===== src/rtl/dma_pkg.sv =====
// Shared definitions for the DMA copy engine: FSM encoding and unit strides.
package dma_pkg;

   typedef enum logic [2:0] {
      ST_IDLE  = 3'd0,
      ST_CHECK = 3'd1,
      ST_READ  = 3'd2,
      ST_WRITE = 3'd3,
      ST_DONE  = 3'd4
   } dma_state_e;

   localparam int STRIDE_WORD = 4;
   localparam int STRIDE_BYTE = 1;

endpackage


===== src/rtl/dma_addr_gen.sv =====
// Offset/count bookkeeping for the copy loop plus the up-front range and
// alignment check on both regions.
module dma_addr_gen
   import dma_pkg::*;
#(
   parameter int ADDRESS_WIDTH = 32,
   parameter int LEN_WIDTH     = 16,
   parameter int MEM_LIMIT     = 1024
) (
   input  logic                     clk,
   input  logic                     rst,
   input  logic                     clr,
   input  logic                     step,
   input  logic                     byte_mode,
   input  logic [ADDRESS_WIDTH-1:0] src_base,
   input  logic [ADDRESS_WIDTH-1:0] dst_base,
   input  logic [LEN_WIDTH-1:0]     length,
   output logic [ADDRESS_WIDTH-1:0] offset,
   output logic [LEN_WIDTH-1:0]     count,
   output logic                     last,
   output logic                     range_err
);

   logic [ADDRESS_WIDTH-1:0] stride;
   logic [ADDRESS_WIDTH:0]   len_ext;
   logic [ADDRESS_WIDTH:0]   span;
   logic [ADDRESS_WIDTH:0]   src_end;
   logic [ADDRESS_WIDTH:0]   dst_end;
   logic                     misalign;

   // End addresses carry one extra bit so a wrap past 2^AW still reads as out of range.
   always_comb begin
      stride    = byte_mode ? ADDRESS_WIDTH'(STRIDE_BYTE) : ADDRESS_WIDTH'(STRIDE_WORD);
      len_ext   = (ADDRESS_WIDTH+1)'(length);
      span      = byte_mode ? len_ext : (len_ext << 2);
      src_end   = {1'b0, src_base} + span;
      dst_end   = {1'b0, dst_base} + span;
      misalign  = !byte_mode && ((src_base[1:0] != 2'b00) || (dst_base[1:0] != 2'b00));
      range_err = misalign
                  || (src_end > (ADDRESS_WIDTH+1)'(MEM_LIMIT))
                  || (dst_end > (ADDRESS_WIDTH+1)'(MEM_LIMIT));
      last      = (count + LEN_WIDTH'(1)) == length;
   end

   // Offset and unit count restart on every accepted request and advance per write.
   always_ff @(posedge clk or negedge rst) begin
      if (!rst) begin
         offset <= '0;
         count  <= '0;
      end else if (clr) begin
         offset <= '0;
         count  <= '0;
      end else if (step) begin
         offset <= offset + stride;
         count  <= count + LEN_WIDTH'(1);
      end
   end

endmodule


===== src/rtl/dma_copy_engine.sv =====
// Single-channel memory-to-memory copier: one read then one write per unit,
// ascending addresses, byte or word granularity.
module dma_copy_engine
   import dma_pkg::*;
#(
   parameter int DATA_WIDTH    = 32,
   parameter int ADDRESS_WIDTH = 32,
   parameter int MEM_LIMIT     = 1024,
   parameter int LEN_WIDTH     = 16
) (
   input  logic                     clk,
   input  logic                     rst,
   input  logic                     start,
   input  logic [ADDRESS_WIDTH-1:0] src_addr,
   input  logic [ADDRESS_WIDTH-1:0] dst_addr,
   input  logic [LEN_WIDTH-1:0]     length,
   input  logic                     byte_mode,
   output logic [ADDRESS_WIDTH-1:0] mem_address,
   output logic [DATA_WIDTH-1:0]    mem_write_data,
   output logic                     mem_we,
   output logic                     mem_re,
   output logic                     mem_be,
   input  logic [DATA_WIDTH-1:0]    mem_read_data,
   output logic                     busy,
   output logic                     done,
   output logic                     error
);

   dma_state_e               state;
   logic [ADDRESS_WIDTH-1:0] src_q;
   logic [ADDRESS_WIDTH-1:0] dst_q;
   logic [LEN_WIDTH-1:0]     len_q;
   logic                     bm_q;
   logic [DATA_WIDTH-1:0]    buffer;
   logic [ADDRESS_WIDTH-1:0] offset;
   logic [LEN_WIDTH-1:0]     count;
   logic                     last;
   logic                     range_err;
   logic                     accept;

   assign accept = (state == ST_IDLE) && start;

   dma_addr_gen #(
      .ADDRESS_WIDTH(ADDRESS_WIDTH),
      .LEN_WIDTH    (LEN_WIDTH),
      .MEM_LIMIT    (MEM_LIMIT)
   ) u_addr_gen (
      .clk      (clk),
      .rst      (rst),
      .clr      (accept),
      .step     (state == ST_WRITE),
      .byte_mode(bm_q),
      .src_base (src_q),
      .dst_base (dst_q),
      .length   (len_q),
      .offset   (offset),
      .count    (count),
      .last     (last),
      .range_err(range_err)
   );

   // Control FSM, request latches and the single-unit data buffer.
   always_ff @(posedge clk or negedge rst) begin
      if (!rst) begin
         state  <= ST_IDLE;
         src_q  <= '0;
         dst_q  <= '0;
         len_q  <= '0;
         bm_q   <= 1'b0;
         buffer <= '0;
         error  <= 1'b0;
      end else begin
         unique case (state)
            ST_IDLE: begin
               if (start) begin
                  src_q <= src_addr;
                  dst_q <= dst_addr;
                  len_q <= length;
                  bm_q  <= byte_mode;
                  error <= 1'b0;
                  state <= ST_CHECK;
               end
            end
            ST_CHECK: begin
               if (range_err) begin
                  error <= 1'b1;
                  state <= ST_DONE;
               end else if (len_q == '0) begin
                  state <= ST_DONE;
               end else begin
                  state <= ST_READ;
               end
            end
            ST_READ: begin
               buffer <= bm_q ? DATA_WIDTH'(mem_read_data[7:0]) : mem_read_data;
               state  <= ST_WRITE;
            end
            ST_WRITE: state <= last ? ST_DONE : ST_READ;
            ST_DONE:  state <= ST_IDLE;
            default:  state <= ST_IDLE;
         endcase
      end
   end

   // Memory port and status decode; everything idles at zero outside the copy loop.
   always_comb begin
      mem_address    = '0;
      mem_write_data = '0;
      mem_we         = 1'b0;
      mem_re         = 1'b0;
      mem_be         = 1'b0;
      busy           = (state != ST_IDLE);
      done           = (state == ST_DONE);
      if (state == ST_READ) begin
         mem_re      = 1'b1;
         mem_be      = bm_q;
         mem_address = src_q + offset;
      end else if (state == ST_WRITE) begin
         mem_we         = 1'b1;
         mem_be         = bm_q;
         mem_address    = dst_q + offset;
         mem_write_data = buffer;
      end
   end

   // Unused count bits beyond the last-unit compare are intentional.
   logic unused_ok;
   assign unused_ok = ^count;

endmodule

===== config.mk =====
export PLATFORM = sky130hd
export DESIGN_NAME = dma_copy_engine
export DESIGN_NICKNAME = d
export VERILOG_FILES = /design/src/rtl/dma_pkg.sv /design/src/rtl/dma_addr_gen.sv /design/src/rtl/dma_copy_engine.sv
export SDC_FILE = /design/constraint.sdc
export NUM_CORES = 1
export LEC_CHECK = 0
export CAP_MARGIN = 20
export CELL_PAD_IN_SITES_DETAIL_PLACEMENT = 0
export CELL_PAD_IN_SITES_GLOBAL_PLACEMENT = 2
export CORE_MARGIN = 5
export CORE_UTILIZATION = 36
export DETAILED_ROUTE_END_ITERATION = 8
export PLACE_DENSITY_LB_ADDON = 0.1
export SLEW_MARGIN = 25
export SYNTH_ARGS = -nofsm -noshare
export SYNTH_HDL_FRONTEND = slang
export SYNTH_SLANG_ARGS = --single-unit

===== constraint.sdc =====
create_clock -name clk -period 12.62 [get_ports clk]
set_input_delay 2.524 -clock clk [delete_from_list [all_inputs] [get_ports clk]]
set_output_delay 2.524 -clock clk [all_outputs]
set_load 0.02 [all_outputs]

* Word level (Yosys, flattened, before mapping) *
Cells that the tools add are included.

storage, ports and cells
  bits in registers = 165
  input port bits = 116

cells by class
  add/subtract/negate cells = 6
  magnitude comparators = 2
  eq/ne operators = 7
  mux-type cells = 24
  reduce and logical (&&, ||, !) cells = 15

operator list
  cell                                                   number
  two-way mux 32 bit                                     7
  adder 32 bit                                           3
  adder 32 x 33 -> 33 bit                                2
  > comparator 33 x 11 -> 1 bit (second input constant)  2
  two-way mux 16 bit                                     2
  two-way mux 18 bit                                     1
  adder 16 x 1 -> 16 bit (second input constant)         1
  equality test 16 bit                                   1
  zero test 16 bit                                       1
  two-way mux 3 bit                                      5
  case mux 3 bit (4 select lines)                        1
  nonzero test 2 bit                                     4
  two-way mux 1 bit                                      7
  equality test 3 x 2 -> 1 bit (second input constant)   2
  != test 2 bit (second input constant)                  2
  equality test 3 x 1 -> 1 bit (second input constant)   1
  equality test 3 bit (second input constant)            1
  zero test 3 bit                                        1
  logical OR 1 bit                                       3
  AND reduction 3 bit                                    1
  nonzero test 3 bit                                     1
  logical AND 1 bit                                      2
  case mux 1 bit (2 select lines)                        1
  AND reduction 2 bit                                    1
  zero test 1 bit                                        1

* Longest topological paths before layout *
Gate-level depths: netlist of the first run.

  depth in word-level cells = 7
  gate-level depth with buffers = 16

* Modules after synthesis *
A second synthesis of the first run with hierarchy kept.

second synthesis, totals
  cell total of the unflattened synthesis = 1604
  area total of the unflattened synthesis = 13984.7 µm²

modules (own cells, without submodules)
  module           instances  cells an instance  area each (µm²)
  dma_copy_engine  1          855                8111.5
  dma_addr_gen     1          749                5873.1

* Least setup slack after synthesis of the first run *
Ideal clock, no wire load.

  path kind = reg2out
  start point = register u_addr_gen.offset[0]
  end point = output mem_address[26]
  arrival time = 3.081 ns
  slack = 7.015 ns
  cell stages (with the launch flop) = 12
  path through = dfrtp_1 ha_1 fa_1 a211oi_1 o21bai_1 a221oi_1 o41ai_2 o21ai_1 o21bai_1 a31oi_1 xor2_1 o21ai_0

between the ends
  word-level cells in the longest chain between the ends = 3
  elaborated cells on any way between the ends = 4

ends and longest elaborated chain
  what                      RTL line                source
  start: declaration        dma_addr_gen.sv:18      output logic [ADDRESS_WIDTH-1:0] offset,
  start signal: assignment  dma_addr_gen.sv:54      offset <= offset + stride;
  adder 32 bit              dma_copy_engine.sv:121  mem_address = dst_q + offset;
  two-way mux 32 bit        dma_copy_engine.sv:118  end else if (state == ST_WRITE) begin
  two-way mux 32 bit *      dma_copy_engine.sv:114  if (state == ST_READ) begin
  end: declaration          dma_copy_engine.sv:18   output logic [ADDRESS_WIDTH-1:0] mem_address,

Every way passes the cells marked *; elsewhere a longest branch is shown, timed or not.

* Worst setup path after layout of the first run *
  start point = register u_addr_gen.offset[8]
  end point = output mem_address[31]

The elaborated chain is that of the path after synthesis.

==> results of run 1 <==
-- layout by cell type (no fill, tap or decap), types with 21 or more instances in the layout --
cell / netlist / layout
xnor2_1: 60 / 60
nor2_1: 98 / 98
nand4_1: 30 / 30
o22ai_1: 21 / 21
nand2_1: 414 / 412
nor3_1: 33 / 33
xor2_1: 62 / 62
o21ai_0: 111 / 111
dfrtp_1: 165 / 165
nand3_1: 53 / 53
ha_1: 102 / 102
a21oi_1: 103 / 103
inv_1: 34 / 34
clkdlybuf4s50_1: 0 / 184
a21o_1: 40 / 40
and3_1: 56 / 56
-- worst max-delay path by stage --
stage	startpoint	endpoint	cells past startpoint
5_1_grt	u_addr_gen.offset[0]	mem_address[20]	13
4_1_cts	dst_q[0]	mem_address[20]	13
6_report	u_addr_gen.offset[8]	mem_address[31]	11
3_5_place_dp	u_addr_gen.offset[0]	mem_address[20]	13
2_1_floorplan	u_addr_gen.offset[0]	mem_address[26]	11
3_3_place_gp	u_addr_gen.offset[0]	mem_address[20]	13
-- worst max-delay path: cells and delay by family, from the launching register on --
family	cells	cell delay (ns)
AO/OA/AOI/OAI	5	1.32
adder cells (fa/ha/maj)	1	0.42
buffers and inverters	1	0.64
flip-flops	1	0.44
multiplexers	1	0.34
AND/OR/NAND/NOR	3	0.82
-- cell type report --
type,instances,area (um2),area share (%)
clock inverters,14,164,0.982
well taps,511,639,3.83
clock buffers,18,429,2.57
repair buffers,195,1930,11.6
flip-flops and latches,165,4130,24.7
inverters,37,139,0.832
multi-input cells,1495,9260,55.5
-- power groups by stage --
stage / Clock [mW] / Sequential, mW / Combinational [mW]
after floorplan: 0 / 0.657 / 0.776
after global placement: 0 / 0.754 / 1.02
after detailed placement: 0 / 0.759 / 1.01
after CTS: 0.565 / 0.748 / 1.02
after global routing: 0.588 / 0.761 / 1.14
final: 0.553 / 0.753 / 1.03
-- metal layers --
metal  vias to the layer above  routed length, um  global-route usage, %
li1                       6621                  -                      -
met4                         0                710                   4.82
met1                      6522              24700                   34.1
met3                        35               2010                   3.17
met5                         -                  0                      0
met2                       313              21600                   35.5
-- kinds of logic (layout without fill, tap and decap cells) --
family,after synthesis,in the layout,share of synthesized area (%)
flip-flops,165,165,29.8
XOR/XNOR,122,122,7.72
buffers and inverters,119,264,3.41
multiplexers,24,24,1.91
AO/OA/AOI/OAI,445,445,20.6
AND/OR/NAND/NOR,798,798,26.7
adder cells (fa/ha/maj),106,106,9.80
-- flip-flops by register name (all words and copies together), names as in the netlist --
register / cells
bm_q: 1
u_addr_gen.count: 16
dst_q: 32
state: 3
error: 1
src_q: 32
len_q: 16
u_addr_gen.offset: 32
buffer: 32
-- per-stage QoR --
step / setup slack, ns / util, % / instances
2_1_floorplan: 7.01 / - / 1779
6_report: 5.64 / 44.1 / 2435
4_1_cts: 5.59 / 44.1 / 2435
5_1_grt: 5.33 / 44.1 / 2435
3_5_place_dp: 6.12 / 42.5 / 2403
3_3_place_gp: 6.06 / 42.5 / 2403
==> impl_metrics.py, run 1 <==
metrics = {
    "cts": {
        "cts.repair.resized": 0,
        "root_buffer": "clkbuf_16",
        "clockBufferDepth": 2,
        "clock_sinks": 165,
        "h-tree-depth": 4,
        "cts_buffers": 17,
        "cts_setup_buffers": 0,
        "cts_tree": "done",
        "clk_pin_slew_ns": 0.08,
        "hold_buffers": 0,
        "clkLatencyLatePin_ns": 0.45,
    },
    "worst_setup_path": {
        "path_class": "reg -> out",
        "end_kind": "output port",
        "timing.rr.end": "error",
        "cp.required_ns": 10.10,
        "reg2reg_from": "bm_q",
        "critPathLaunchType": "flop",
        "reg2reg_depth": 13,
        "reg2reg_slack_ns": 8.01,
        "cp_max_fo": 5,
        "slowest_delay_ns": 0.64,
        "critPathSlowestCell": "clkdlybuf4s50_1",
        "cp.arrival_ns": 4.45,
        "cp_cell_sequence": "ha_1 > nand3_1 > or3_1 > and3b_1 > o31ai_1 > o21ai_1 > a211oi_2 > a221oi_1 > mux2_1 > o211ai_1 > clkdlybuf4s50_1",
    },
    "pwr": {
        "p_leak_nw": 7.53,
        "p_int_mw": 1.30,
        "max-vdd-ir-drop_mv": 0.102,
        "pwr-share-comb_pct": 44.0,
        "total_power_mw": 2.33,
        "p_switching_mw": 1.03,
        "swShare_pct": 44.1,
        "power.density_nw_per_um2": 140,
        "clkPwrFrac_pct": 23.7,
        "p_seq_share_pct": 32.3,
    },
    "logic_synthesis": {
        "synth_cell_types": 78,
        "synth_commonest_cells": "nand2_1 (414), dfrtp_1 (165), o21ai_0 (111)",
        "yosysWarnings": 0,
        "syn_inst": 1779,
        "synth_top_area_cell": "dfrtp_1",
        "yosysSeqAreaShare_pct": 29.8,
        "syn_area_per_cell_um2": 7.78,
        "ys_ff_latch": 165,
        "synth_edf_count": 0,
        "async_flop_share_pct": 100,
        "synth_most_common_cell": "nand2_1",
        "syn_area_um2": 13800,
        "postSynthNetCount": 2001,
        "yosys_most_used_dff": "dfrtp_1",
        "synth_area_leaders": "dfrtp_1 (30%), nand2_1 (11%), ha_1 (9.2%)",
        "yosysTopAreaCellShare_pct": 29.8,
    },
    "worst_hold_path": {
        "min_delay_worst_endpoint": "buffer[6]",
        "min_path_cells": 2,
        "min-delay-path-class": "reg -> reg",
        "min_from": "buffer[6]",
    },
    "final_layout": {
        "fillCellCount": 3908,
        "fin_area_um2": 16700,
        "diodes": 0,
        "drive_gt1_share_pct": 4.42,
        "finalNetCount": 2133,
        "area_growth_pct": 20.5,
    },
    "sta": {
        "tightest_slew_ns": 0.932,
        "tns_ns": 0,
        "fin_skew_ns": 0.0163,
        "rsz0062_at_grt": "false",
        "finalCriticalPeriod_ns": 6.98,
        "slew_viol_final": 0,
        "finalSetupViolCount": 0,
        "fmax_ghz": 0.143,
        "whs_ns": 0.468,
        "timing_hold_violations_final": 0,
        "fin_crit_sh_pct": 55.3,
        "maxSlewHeadroom_pct": 37.7,
    },
    "floorplanning": {
        "ioPinCount": 186,
        "core_area_um2": 37800,
        "die_w_um": 206,
        "dieArea_um2": 42500,
        "rows": 71,
        "start_util_pct": 36.6,
        "die_h_um": 206,
    },
    "routing": {
        "num_vias": 13500,
        "wl_mm": 49.0,
        "drt_iter0_drc": 939,
        "drc": 0,
        "routedWlPerCell_um": 20.1,
        "drt-vias-per-instance": 5.54,
        "antenna_left": 0,
        "drtPass1Iterations": 5,
    },
    "run": {
        "max-cap-violations": 0,
    },
    "grt": {
        "grt_first_pass_wirelength_mm": 76.0,
        "overflow": 0,
        "grt_pass1_vias": 13200,
        "grt_use_total_pct": 22.9,
        "antenna_found_initial": 0,
        "grt_start_max_net_pins": 81,
    },
    "placed_design": {
        "port_buffers": 185,
        "placed_cell_area_um2": 16100,
        "dp_hpwl_mm": 37.7,
        "gp_congestion": 0.916,
    },
    "status": {
        "status": "completed",
    },
}
Power figures use the tool's default switching activity.
==> run 2, diff against run 1 <==
--- a/config.mk
+++ b/config.mk
@@ -9,7 +9,7 @@
 export CELL_PAD_IN_SITES_DETAIL_PLACEMENT = 0
 export CELL_PAD_IN_SITES_GLOBAL_PLACEMENT = 2
 export CORE_MARGIN = 5
-export CORE_UTILIZATION = 36
+export CORE_UTILIZATION = 33
 export DETAILED_ROUTE_END_ITERATION = 8
 export PLACE_DENSITY_LB_ADDON = 0.1
 export SLEW_MARGIN = 25
==> constraint.sdc (replaced) <==
create_clock -name clk -period 7 [get_ports clk]
set_input_delay 1.4 -clock clk [delete_from_list [all_inputs] [get_ports clk]]
set_output_delay 1.4 -clock clk [all_outputs]
set_load 0.02 [all_outputs]
==> run 2 against run 1 <==
Compared with the run above:
- largest power group unchanged
- critical path type unchanged
- largest cell class unchanged
- hold slack improved by 0.0046 ns
- routed wire length increased by 2.5%
- cell count increased by 1.1%
- first-iteration DRC count increased by 18%
- non-clock buffer count increased by 3
==> impl_metrics.py, run 2 (synthesis gave the netlist of run 1 again) <==
metrics = {
    "final_layout": {
        "instances_no_fill": 2462,
        "layout_commonest_cell": "nand2_1",
        "drive_gt1_share_pct": 4.32,
        "seq_area_um2": 4130,
        "fin_area_um2": 16700,
        "diodes": 0,
        "mostFrequentLayoutCells": "nand2_1 (412), clkdlybuf4s50_1 (184), dfrtp_1 (165), o21ai_0 (111), a21oi_1 (103)",
        "area_growth_pct": 21.0,
        "finalNetCount": 2136,
        "fillCellCount": 4297,
        "multi_input_area_um2": 9260,
    },
    "worst_setup_path": {
        "startpoint": "u_addr_gen.offset[0]",
        "cp.arrival_ns": 4.53,
        "critPathLaunchType": "flop",
        "cp_max_fo": 4,
        "reg2reg_slack_ns": 1.85,
        "path_class": "reg -> out",
        "end_kind": "output port",
        "reg2reg_depth": 12,
        "cp.required_ns": 5.60,
        "timing.rr.end": "error",
        "reg2reg_from": "bm_q",
    },
    "worst_hold_path": {
        "min-delay-path-class": "reg -> reg",
        "min_delay_worst_endpoint": "buffer[26]",
        "min_from": "buffer[26]",
        "min_path_cells": 2,
    },
    "grt": {
        "grt_use_met1_pct": 31.7,
        "overflow": 0,
        "grt_first_pass_wirelength_mm": 77.9,
        "gr-usage-met2_pct": 32.5,
        "antenna_found_initial": 1,
        "grt_use_total_pct": 21.3,
        "busiest_layer": "met2",
        "grt_pass1_vias": 13000,
        "gr-usage-met3_pct": 3.07,
        "grt_start_max_net_pins": 81,
    },
    "placed_design": {
        "gp_congestion": 0.900,
        "placed_cell_area_um2": 16100,
        "pre_cts_ws_ns": 1.54,
        "port_buffers": 185,
        "dp_hpwl_mm": 39.2,
        "dp_cells": 2434,
    },
    "cts": {
        "root_buffer": "clkbuf_16",
        "cts.repair.resized": 0,
        "h-tree-depth": 4,
        "hold_buffers": 0,
        "clockBufferDepth": 2,
        "cts_tree": "done",
        "clkLatencyLatePin_ns": 0.45,
        "clock_sinks": 165,
        "cts_buffers": 17,
        "clk_pin_slew_ns": 0.07,
        "cts_setup_buffers": 0,
    },
    "run": {
        "max-cap-violations": 0,
    },
    "sta": {
        "fin_crit_sh_pct": 84.8,
        "tns_ns": 0,
        "tightest_slew_ns": 0.912,
        "finalSetupViolCount": 0,
        "slew_viol_final": 0,
        "timing_hold_violations_final": 0,
        "finalCriticalPeriod_ns": 5.93,
        "whs_ns": 0.472,
        "maxSlewHeadroom_pct": 39.2,
        "fin_skew_ns": 0.0144,
        "setup_ws_ns": 1.07,
        "rsz0062_at_grt": "false",
        "fmax_ghz": 0.169,
    },
    "routing": {
        "wl_mm": 50.3,
        "num_vias": 13500,
        "drc": 0,
        "drt-vias-per-instance": 5.50,
        "routedWlPerCell_um": 20.4,
        "antenna_left": 0,
        "drtPass1Iterations": 5,
        "drt_iter0_drc": 1108,
    },
    "floorplanning": {
        "ioPinCount": 186,
        "rows": 75,
        "die_w_um": 215,
        "dieArea_um2": 46200,
        "start_util_pct": 33.2,
        "core_area_um2": 41800,
        "die_h_um": 215,
    },
    "pwr": {
        "p_leak_nw": 7.54,
        "max-vdd-ir-drop_mv": 0.183,
        "power.density_nw_per_um2": 252,
    },
    "status": {
        "status": "completed",
    },
}
[run 2: changes by cell type in the layout (fill, tap and decap cells not counted), sizes merged]
| cell | change |
|---|---|
| inv | -7 |
| clkinv | -2 |
| buf | +3 |
| clkbuf | +2 |
| bufinv | +2 |
| clkinvlp | +1 |
[run 2: area by class of cell]
type | instances | area share, %
Multi-Input combinational cell | 1495 | 55.3
Sequential cell | 165 | 24.7
Timing Repair Buffer | 198 | 11.6
Tap cell | 539 | 4.03
Clock buffer | 20 | 2.67
Clock inverter | 8 | 0.911
Inverter | 37 | 0.829
[run 2: per-layer routing]
| layer | wire (um) | vias to the layer above |
|---|---|---|
| li1 | - | 6616 |
| met1 | 25000 | 6575 |
| met2 | 22200 | 306 |
| met3 | 2000 | 41 |
| met4 | 1130 | 2 |
| met5 | 13 | - |
[run 2: worst max-delay path by stage]
stage / to / slack [ns] / cells past startpoint
floorplan: mem_address[26] / 2.52 / 11
global placement: mem_address[20] / 1.50 / 13
detailed placement: mem_address[20] / 1.54 / 13
CTS: mem_address[20] / 1.01 / 13
global route: mem_address[20] / 0.68 / 13
finish: mem_address[20] / 1.07 / 13
[run 2: critical path, stage by stage, from the launching register on]
cell,delay [ns]
dfrtp_1,0.41
ha_1,0.26
fa_1,0.43
a211oi_1,0.25
o21bai_1,0.15
a221oi_1,0.57
o41ai_2,0.21
o21ai_1,0.44
inv_1,0.13
a21o_1,0.20
a21oi_1,0.17
xor2_1,0.09
o22ai_1,0.15
clkdlybuf4s50_1,0.62
[run 2: report_power, final]
group | switching, mW | total (mW) | internal, mW
combinational | 1.10 | 1.85 | 0.749
clock | 0.407 | 1.01 | 0.601
sequential | 0.301 | 1.37 | 1.06
total | 1.81 | 4.22 | 2.41
[run 2: stage by stage]
stage / power [mW] / utilization [%]
global placement: 3.22 / 38.7
floorplan: 2.58 / -
finish: 4.22 / 40.1
global route: 4.52 / 40.1
detailed placement: 3.21 / 38.7
CTS: 4.25 / 40.1
